**config.mk**
```make
export PLATFORM = sky130hd
export DESIGN_NAME = gradient_descent_poly
export DESIGN_NICKNAME = d
export VERILOG_FILES = /design/src/rtl/gd_pkg.sv /design/src/rtl/fxp_mul_round.sv /design/src/rtl/gradient_descent_poly.sv
export SDC_FILE = /design/constraint.sdc
export NUM_CORES = 2
export LEC_CHECK = 0
export BUFFER_PORTS_ARGS = -buffer_cell sky130_fd_sc_hd__buf_2
export CORE_MARGIN = 1.5
export CORE_UTILIZATION = 30
export CTS_CLUSTER_SIZE = 40
export DETAILED_ROUTE_END_ITERATION = 10
export HOLD_SLACK_MARGIN = 0.05
export SYNTH_ARGS = -nofsm -noshare
export SYNTH_HDL_FRONTEND = slang
export SYNTH_SLANG_ARGS = --single-unit
export TNS_END_PERCENT = 20
```
**constraint.sdc**
```tcl
create_clock -name clk -period 23.6 [get_ports clk]
set_clock_uncertainty 0.1 [all_clocks]
set_input_delay 0 -clock clk [delete_from_list [all_inputs] [get_ports clk]]
set_output_delay 0 -clock clk [all_outputs]
set_load 0.005 [all_outputs]
```
**src/rtl/gd_pkg.sv**
```systemverilog
// Shared constants and FSM state type for the quadratic gradient-descent engine.
package gd_pkg;
  localparam int N       = 16;
  localparam int M       = 8;
  localparam int ONE     = 1 << M;
  localparam int SAT_MAX = (1 << (N - 1)) - 1;
  localparam int SAT_MIN = -SAT_MAX;

  typedef enum logic [1:0] {IDLE, GRAD, UPD, DONE} state_e;
endpackage

```
**src/rtl/fxp_mul_round.sv**
```systemverilog
// Signed full-width multiply followed by a round-half-up arithmetic shift right by M.
module fxp_mul_round #(
  parameter int WA = 16,
  parameter int WB = 16,
  parameter int M  = 8
) (
  input  logic signed [WA-1:0]    a_i,
  input  logic signed [WB-1:0]    b_i,
  output logic signed [WA+WB-1:0] y_o
);
  localparam int WP = WA + WB;
  localparam logic signed [WP-1:0] RND = WP'(2 ** (M - 1));

  // The product of two signed operands never reaches the top bit, so adding RND cannot wrap.
  logic signed [WP-1:0] prod;

  assign prod = a_i * b_i;
  assign y_o  = (prod + RND) >>> M;
endmodule

```
**src/rtl/gradient_descent_poly.sv**
```systemverilog
// Iterative gradient descent on f(x) = a*x^2 + b*x: x <- sat(x - alpha*(2*a*x + b)), MAX_ITER times.
// IDLE: wait for start | GRAD: register gradient | UPD: update x, count | DONE: result valid
module gradient_descent_poly #(
  parameter int N        = gd_pkg::N,
  parameter int M        = gd_pkg::M,
  parameter int MAX_ITER = 10
) (
  input  logic                clk,
  input  logic                rst,
  input  logic                start,
  input  logic signed [N-1:0] x,
  input  logic signed [N-1:0] alpha,
  input  logic signed [N-1:0] a,
  input  logic signed [N-1:0] b,
  output logic signed [N-1:0] x_next,
  output logic                ready
);
  import gd_pkg::*;

  localparam int PW = 2 * N + 1;
  localparam int GW = 2 * N + 2;
  localparam int SW = 3 * N + 2;
  localparam int DW = 3 * N + 3;
  localparam int CW = $clog2(MAX_ITER + 2);
  localparam logic signed [DW-1:0] HI = DW'((2 ** (N - 1)) - 1);
  localparam logic signed [DW-1:0] LO = -HI;

  state_e               state_q;
  logic [CW-1:0]        cnt_q;
  logic signed [N-1:0]  x_q, alpha_q, a_q, b_q;
  logic signed [GW-1:0] g_q;

  logic signed [PW-1:0] p2_rnd;
  logic signed [GW-1:0] g_d;
  logic signed [SW-1:0] s;
  logic signed [DW-1:0] diff;
  logic signed [N-1:0]  x_d;
  logic [CW-1:0]        cnt_d;

  // Feeding 2*x rounds the doubled product once instead of doubling a rounded one.
  fxp_mul_round #(.WA(N), .WB(N + 1), .M(M)) u_mul_ax (
    .a_i(a_q),
    .b_i({x_q, 1'b0}),
    .y_o(p2_rnd)
  );

  assign g_d = GW'(p2_rnd) + GW'(b_q);

  fxp_mul_round #(.WA(N), .WB(GW), .M(M)) u_mul_ag (
    .a_i(alpha_q),
    .b_i(g_q),
    .y_o(s)
  );

  assign diff  = DW'(x_q) - DW'(s);
  assign cnt_d = cnt_q + CW'(1);

  always_comb begin
    x_d = diff[N-1:0];
    if (diff > HI)      x_d = HI[N-1:0];
    else if (diff < LO) x_d = LO[N-1:0];
  end

  always_ff @(posedge clk or posedge rst) begin
    if (rst) begin
      state_q <= IDLE;
      cnt_q   <= '0;
      x_q     <= '0;
      alpha_q <= '0;
      a_q     <= '0;
      b_q     <= '0;
      g_q     <= '0;
      x_next  <= '0;
      ready   <= 1'b0;
    end else begin
      case (state_q)
        IDLE, DONE: begin
          if (start) begin
            x_q     <= x;
            alpha_q <= alpha;
            a_q     <= a;
            b_q     <= b;
            cnt_q   <= '0;
            ready   <= 1'b0;
            if (MAX_ITER == 0) begin
              x_next  <= x;
              state_q <= DONE;
            end else begin
              state_q <= GRAD;
            end
          end else if (state_q == DONE) begin
            ready <= 1'b1;
          end
        end
        GRAD: begin
          g_q     <= g_d;
          state_q <= UPD;
        end
        UPD: begin
          x_q   <= x_d;
          cnt_q <= cnt_d;
          if (cnt_d < CW'(MAX_ITER)) begin
            state_q <= GRAD;
          end else begin
            x_next  <= x_d;
            state_q <= DONE;
          end
        end
        default: state_q <= IDLE;
      endcase
    end
  end
endmodule

```
Word level (Yosys, flattened, before mapping)
Cells that the tools add are included.
- logic and storage cells: 43
- bits in latches: 0
- output and inout bits: 17
- memory bits (writable): 0
- memory bits (read-only): 0
- memories kept: 0
- flip-flop bits (word level): 113
- input port bits: 67
- equality and inequality tests: 4
- shifts and indexed selects: 0
- bitwise operators: 1
- reduce and logical (&&, ||, !) cells: 8
- $lt $le $gt $ge: 3
- muxes and demuxes: 11
- add/sub/neg operators: 5
- $mul: 2
- divide/modulo/power cells: 0
- operators by type and width (operator ; count):
    50-bit by 9-bit adder with 50-bit output, second input constant ; 1
    16-bit two-way mux ; 3
    43-bit by 16-bit > comparator with 1-bit output, second input constant ; 1
    43-bit by 16-bit less-than comparator with 1-bit output, second input constant ; 1
    16-bit by 42-bit subtractor with 43-bit output ; 1
    16-bit by 26-bit multiplier with 42-bit output ; 1
    33-bit by 9-bit adder with 33-bit output, second input constant ; 1
    16-bit by 16-bit multiplier with 32-bit output ; 1
    16-bit case mux with 2 select lines ; 1
    25-bit by 16-bit adder with 26-bit output ; 1
    4-bit case mux with 2 select lines ; 1
    2-bit AND reduction ; 4
    2-bit case mux with 3 select lines ; 1
    4-bit by 1-bit adder with 4-bit output, second input constant ; 1
    2-bit equality test, second input constant ; 2
    4-bit less-than comparator, second input constant ; 1
    2-bit two-way mux ; 2
    4-bit two-way mux ; 1
    2-bit nonzero test ; 2
    2-bit by 1-bit equality test with 1-bit output, second input constant ; 1
    2-bit zero test ; 1
    1-bit two-way mux ; 2
    2-bit inequality test, second input constant ; 1
    2-bit OR reduction ; 1
    1-bit inverter ; 1

Logic depth before layout (Yosys ltp)
- depth in word-level cells: 7
- mapped depth: 46
- gate-level depth less buffers: 42

Modules after synthesis
A second synthesis with hierarchy kept.
- cell total of the unflattened synthesis: 4502
- area total of the unflattened synthesis: 39417.8 sq um
- by module, submodules not included (module ; seq. area each (sq um) ; cells an instance ; area an instance (sq um) ; times used):
    fxp_mul_round at u_mul_ag ; 0.0 ; 2160 ; 18795.5 ; 1
    gradient_descent_poly ; 3027.9 ; 1251 ; 10637.7 ; 1
    fxp_mul_round at u_mul_ax ; 0.0 ; 1091 ; 9984.6 ; 1

Worst setup path before layout
No wires, ideal clock.
- path kind: register -> register
- start: register alpha_q[2]
- end: register x_next[9]
- cell stages (with the launch flop): 43
- clock period less this slack: 10.438 ns
- arrival: 10.256 ns
- path buffers: 2
- library setup time: 0.082 ns
- required time: 23.418 ns
- setup slack: 13.162 ns
- cell sequence: dfrtp_1 clkbuf_1 clkbuf_1 nand2_1 fa_1 inv_1 fa_1 inv_1 fa_1 inv_1 fa_1 fa_1 inv_1 fa_1 inv_1 ha_1 a21o_1 a21o_1 [... 7 more ...] a21o_1 a21oi_1 xnor2_1 o21ai_0 ha_1 a21o_1 a21o_1 a21oi_1 nor2b_1 o21a_1 o211ai_1 nand2_1 o31a_1 a2111oi_2 nand4_1 nand2b_1 or4b_1 a31oi_1
- cells in the longest elaborated chain, start to end: 6
- elaborated cells on any way between the ends: 7
- those cells by class: add/sub: 2; mul: 1; order compare: 2; mux: 2
- RTL lines (item ; line ; source):
    start, declared ; gradient_descent_poly.sv:30 ; logic signed [N-1:0] x_q, alpha_q, a_q, b_q;
    start signal, assigned ; gradient_descent_poly.sv:80 ; alpha_q <= alpha;
    16-bit by 26-bit multiplier with 42-bit output * ; fxp_mul_round.sv:17 ; assign prod = a_i * b_i;
    50-bit by 9-bit adder with 50-bit output * ; fxp_mul_round.sv:18 ; assign y_o = (prod + RND) >>> M;
    16-bit by 42-bit subtractor with 43-bit output * ; gradient_descent_poly.sv:55 ; assign diff = DW'(x_q) - DW'(s);
    43-bit by 16-bit less-than comparator with 1-bit output ; gradient_descent_poly.sv:61 ; else if (diff < LO) x_d = LO[N-1:0];
    16-bit two-way mux ; gradient_descent_poly.sv:61 ;
    16-bit two-way mux * ; gradient_descent_poly.sv:60 ; if (diff > HI) x_d = HI[N-1:0];
    end signal, assigned ; gradient_descent_poly.sv:73 ; x_next <= '0;
    end signal, assigned ; gradient_descent_poly.sv:86 ; x_next <= x;
    end signal, assigned ; gradient_descent_poly.sv:105 ; x_next <= x_d;
    end, declared ; gradient_descent_poly.sv:15 ; output logic signed [N-1:0] x_next,
Every way passes the cells marked *; elsewhere a longest branch is shown, timed or not.
A chain may end at the register's enable or synchronous reset.

Worst setup path after layout
- start: register alpha_q[12]
- end: register x_next[9]
The elaborated chain is that of the path after synthesis.

==> out/metrics.cfg <==
[route]
drc_errors=0
first_pass_iters=5
routedWlPerCell_um=17.6
avgViaCountPerCell=4.89
antenna_left=0
vias=26600
wl_mm=95.7
drt_iter0_markers=1836

[sta]
post-route-period-util_pct=52.2
setup_violations=0
fin_tns_setup_ns=0
max_freq_mhz=81.1
grt_setup_unrepaired=false
hold_violations=0
relSlewSlack_pct=24.0
tightestPinTransition_ns=1.14
post-route-min-period_ns=12.33
slew_violations=0

[clocking]
cts_resized=0
cts.sinks=113
clockRootBuffer=clkbuf_16
cts_buffer_depth=2
clk_pin_slew_worst_paths_ns=0.07
worstSkewPairLatency_ns=0.49
htree_levels=4
cts_buffers=17
cts_setup_buffers=0
cts_tree=built

[global_route]
grt_usage_pct=17.2
grt_max_degree=61
overflow=0
grt_pass1_wl_mm=157
grt_pass1_vias=27800
antenna_found_initial=2

[placed_design]
place.gp.congestion=0.879
portBuffers=83
dp_hpwl_mm=75.7

[synth]
synth_top_flop_cell=dfrtp_1
synth_fp_nets=4865
ys_seq_area_share_pct=8.25
synth_cell_type_count=92
ys_ff_latch=113
synth_area_leaders=fa_1, ha_1, inv_1, dfrtp_1, nand2_1
synth_warnings=0
synth_cells=3883
syn_area_per_cell_um2=8.83
synth_enable_flop_cells=0
yosysTopAreaCell=fa_1
synth_top_area_share_pct=38.8
syn_area_um2=34300
async_reset_ff_share_pct=100

[cells_and_area]
final.fill_count=11800
seq_area_um2=2830
fin_nets=4913
drive_above_1_share_pct=6.64
multi_input_area_um2=28000
syn_to_final_growth_pct=9.40

[critical_path]
cp_slowest_stage_delay_ns=0.81
cp.required_ns=23.90
startpoint_type=register
cpMaxStageDelayCell=dfrtp_1
cp_max_fo=27
cpMostUsedCell=fa_1
crit_type=register to register
cp-end-kind=register
cp.arrival_ns=12.63
critPathBufInv=4
crit_family=simple AND/OR/NAND/NOR gates

[die]
core.rowCount=123
design.core.area_um2=113000
die_h_um=341
start_util_pct=30.3
fp.dieW_um=341
dieArea_um2=116000
io-pin-count=84

[hold_path]
hold_path_class=input pin to async pin

[status]
run_status=finished clean

[job]
drv_cap=0

## state kept, by name, indices dropped and copies added, names as in the netlist
name	flops
state_q	2
x_next	16
b_q	16
g_q	26
a_q	16
alpha_q	16
x_q	16
cnt_q	4
ready	1
## worst min-delay path: cells and delay by family
family	cells	cell delay (ns)
buf+inv	3	1.18
## layout make-up
type,count,share of cell area [%]
Antenna cell,1,0.00667
Sequential cell,113,7.54
Timing Repair Buffer,185,3.59
Multi-Input combinational cell,2850,74.6
Tap cell,1500,5.00
Clock inverter,14,0.390
Inverter,764,7.65
Clock buffer,18,1.17
## cell usage in the layout, fill, tap and decap left out, types with 7 or more instances in the layout
| master | instances |
|---|---|
| nor3b_1 | 9 |
| mux2_2 | 71 |
| o31ai_1 | 9 |
| dlygate4sd3_1 | 66 |
| nand4_1 | 22 |
| a31oi_1 | 26 |
| o21ai_0 | 92 |
| nand2_1 | 505 |
| buf_2 | 83 |
| o2111ai_1 | 9 |
| a21o_1 | 58 |
| a21oi_1 | 129 |
| nand2b_1 | 38 |
| nand3_1 | 58 |
| and2_1 | 270 |
| xor2_1 | 76 |
| o211ai_1 | 16 |
| nor2_1 | 124 |
| clkbuf_16 | 17 |
| a211oi_1 | 16 |
| xnor2_1 | 97 |
| o21bai_1 | 10 |
| buf_4 | 36 |
| o22ai_1 | 7 |
| nor2b_1 | 17 |
| or3_1 | 31 |
| mux2i_1 | 7 |
| and3_1 | 19 |
| o21a_1 | 23 |
| and4_1 | 7 |
| or2_2 | 11 |
| ha_1 | 251 |
| dfrtp_1 | 113 |
| fa_1 | 664 |
| nor3_1 | 49 |
| inv_1 | 763 |
| nor4_1 | 16 |
## routing by layer
layer  GRT usage [%]  part of all wire [%]
met5               0                 0.011
met4            3.35                   1.5
met3            3.13                   6.5
met2            26.1                    44
met1            25.4                    48
## cell usage after synthesis, types with 7 or more instances
library cell / count
fa_1: 664
or2_2: 11
nor3_1: 49
nor2_1: 124
mux2_2: 71
xor2_1: 76
nand2b_1: 38
a21o_1: 58
mux2i_1: 7
a211oi_1: 16
clkbuf_1: 149
o21a_1: 23
nor4_1: 16
nand4_1: 22
o31ai_1: 9
and2_1: 270
or3_1: 31
nand2_1: 506
a31oi_1: 26
o2111ai_1: 9
a21oi_1: 129
and3_1: 19
inv_1: 764
o21ai_0: 92
nand3_1: 58
o211ai_1: 16
xnor2_1: 97
nor2b_1: 17
and4_1: 7
o22ai_1: 7
dfrtp_1: 113
nor3b_1: 9
ha_1: 251
o21bai_1: 10
## metrics by stage
stage | std cells | setup slack, ns | cell area [um^2] | hold WS (ns) | util, %
after detailed placement | 5346 | 11.47 | 36300 | 0.0931 | 32.1
after global placement | 5346 | 11.49 | 36300 | 0.0931 | 32.1
after global routing | 5444 | 10.51 | 37500 | 0.179 | 33.2
after CTS | 5444 | 11.38 | 37500 | 0.116 | 33.2
final | 5445 | 11.27 | 37500 | 0.108 | 33.2
after floorplan | 3883 | 13.16 | 34300 | -0.0102 | -
## logic make-up (layout without fill, tap and decap cells)
family	after synthesis	count (layout)	share of synthesized area (%)
buffers and inverters	920	981	10.1
adders and majority gates	915	915	47.9
other	0	1	0
xor gates and xnor gates	173	173	4.42
muxes	78	78	2.54
and+or+nand+nor	1208	1208	17.5
DFF	113	113	8.25
AOI/OAI and AO/OA	476	476	9.25
## final timing paths
| check | start | end | slack [ns] | cells after the start |
|---|---|---|---|---|
| max reg2reg | alpha_q[12]$_DFFE_PP0P_ | x_next[9]$_DFFE_PP0P_ | 11.27 | 38 |
| min in group clk | a[0] | a_q[0]$_DFFE_PP0P_ | 0.19 | 3 |
| max | alpha_q[12]$_DFFE_PP0P_ | x_next[9]$_DFFE_PP0P_ | 11.27 | 38 |
| min | rst | b_q[1]$_DFFE_PP0P_ | 0.11 | 3 |
| min reg2reg | cnt_q[3]$_DFFE_PP0P_ | cnt_q[3]$_DFFE_PP0P_ | 0.39 | 2 |
| max in group asynchronous | rst | x_next[9]$_DFFE_PP0P_ | 21.90 | 4 |
## timing repair
action	CTS	global route
hold endpoints to repair	121	0
endpoints found under the setup margin	0	0
hold buffers	66	0
Power is left out: the tool's default activity adds up to more than one toggle a clock period on the data nets, which glitch-free logic cannot reach.
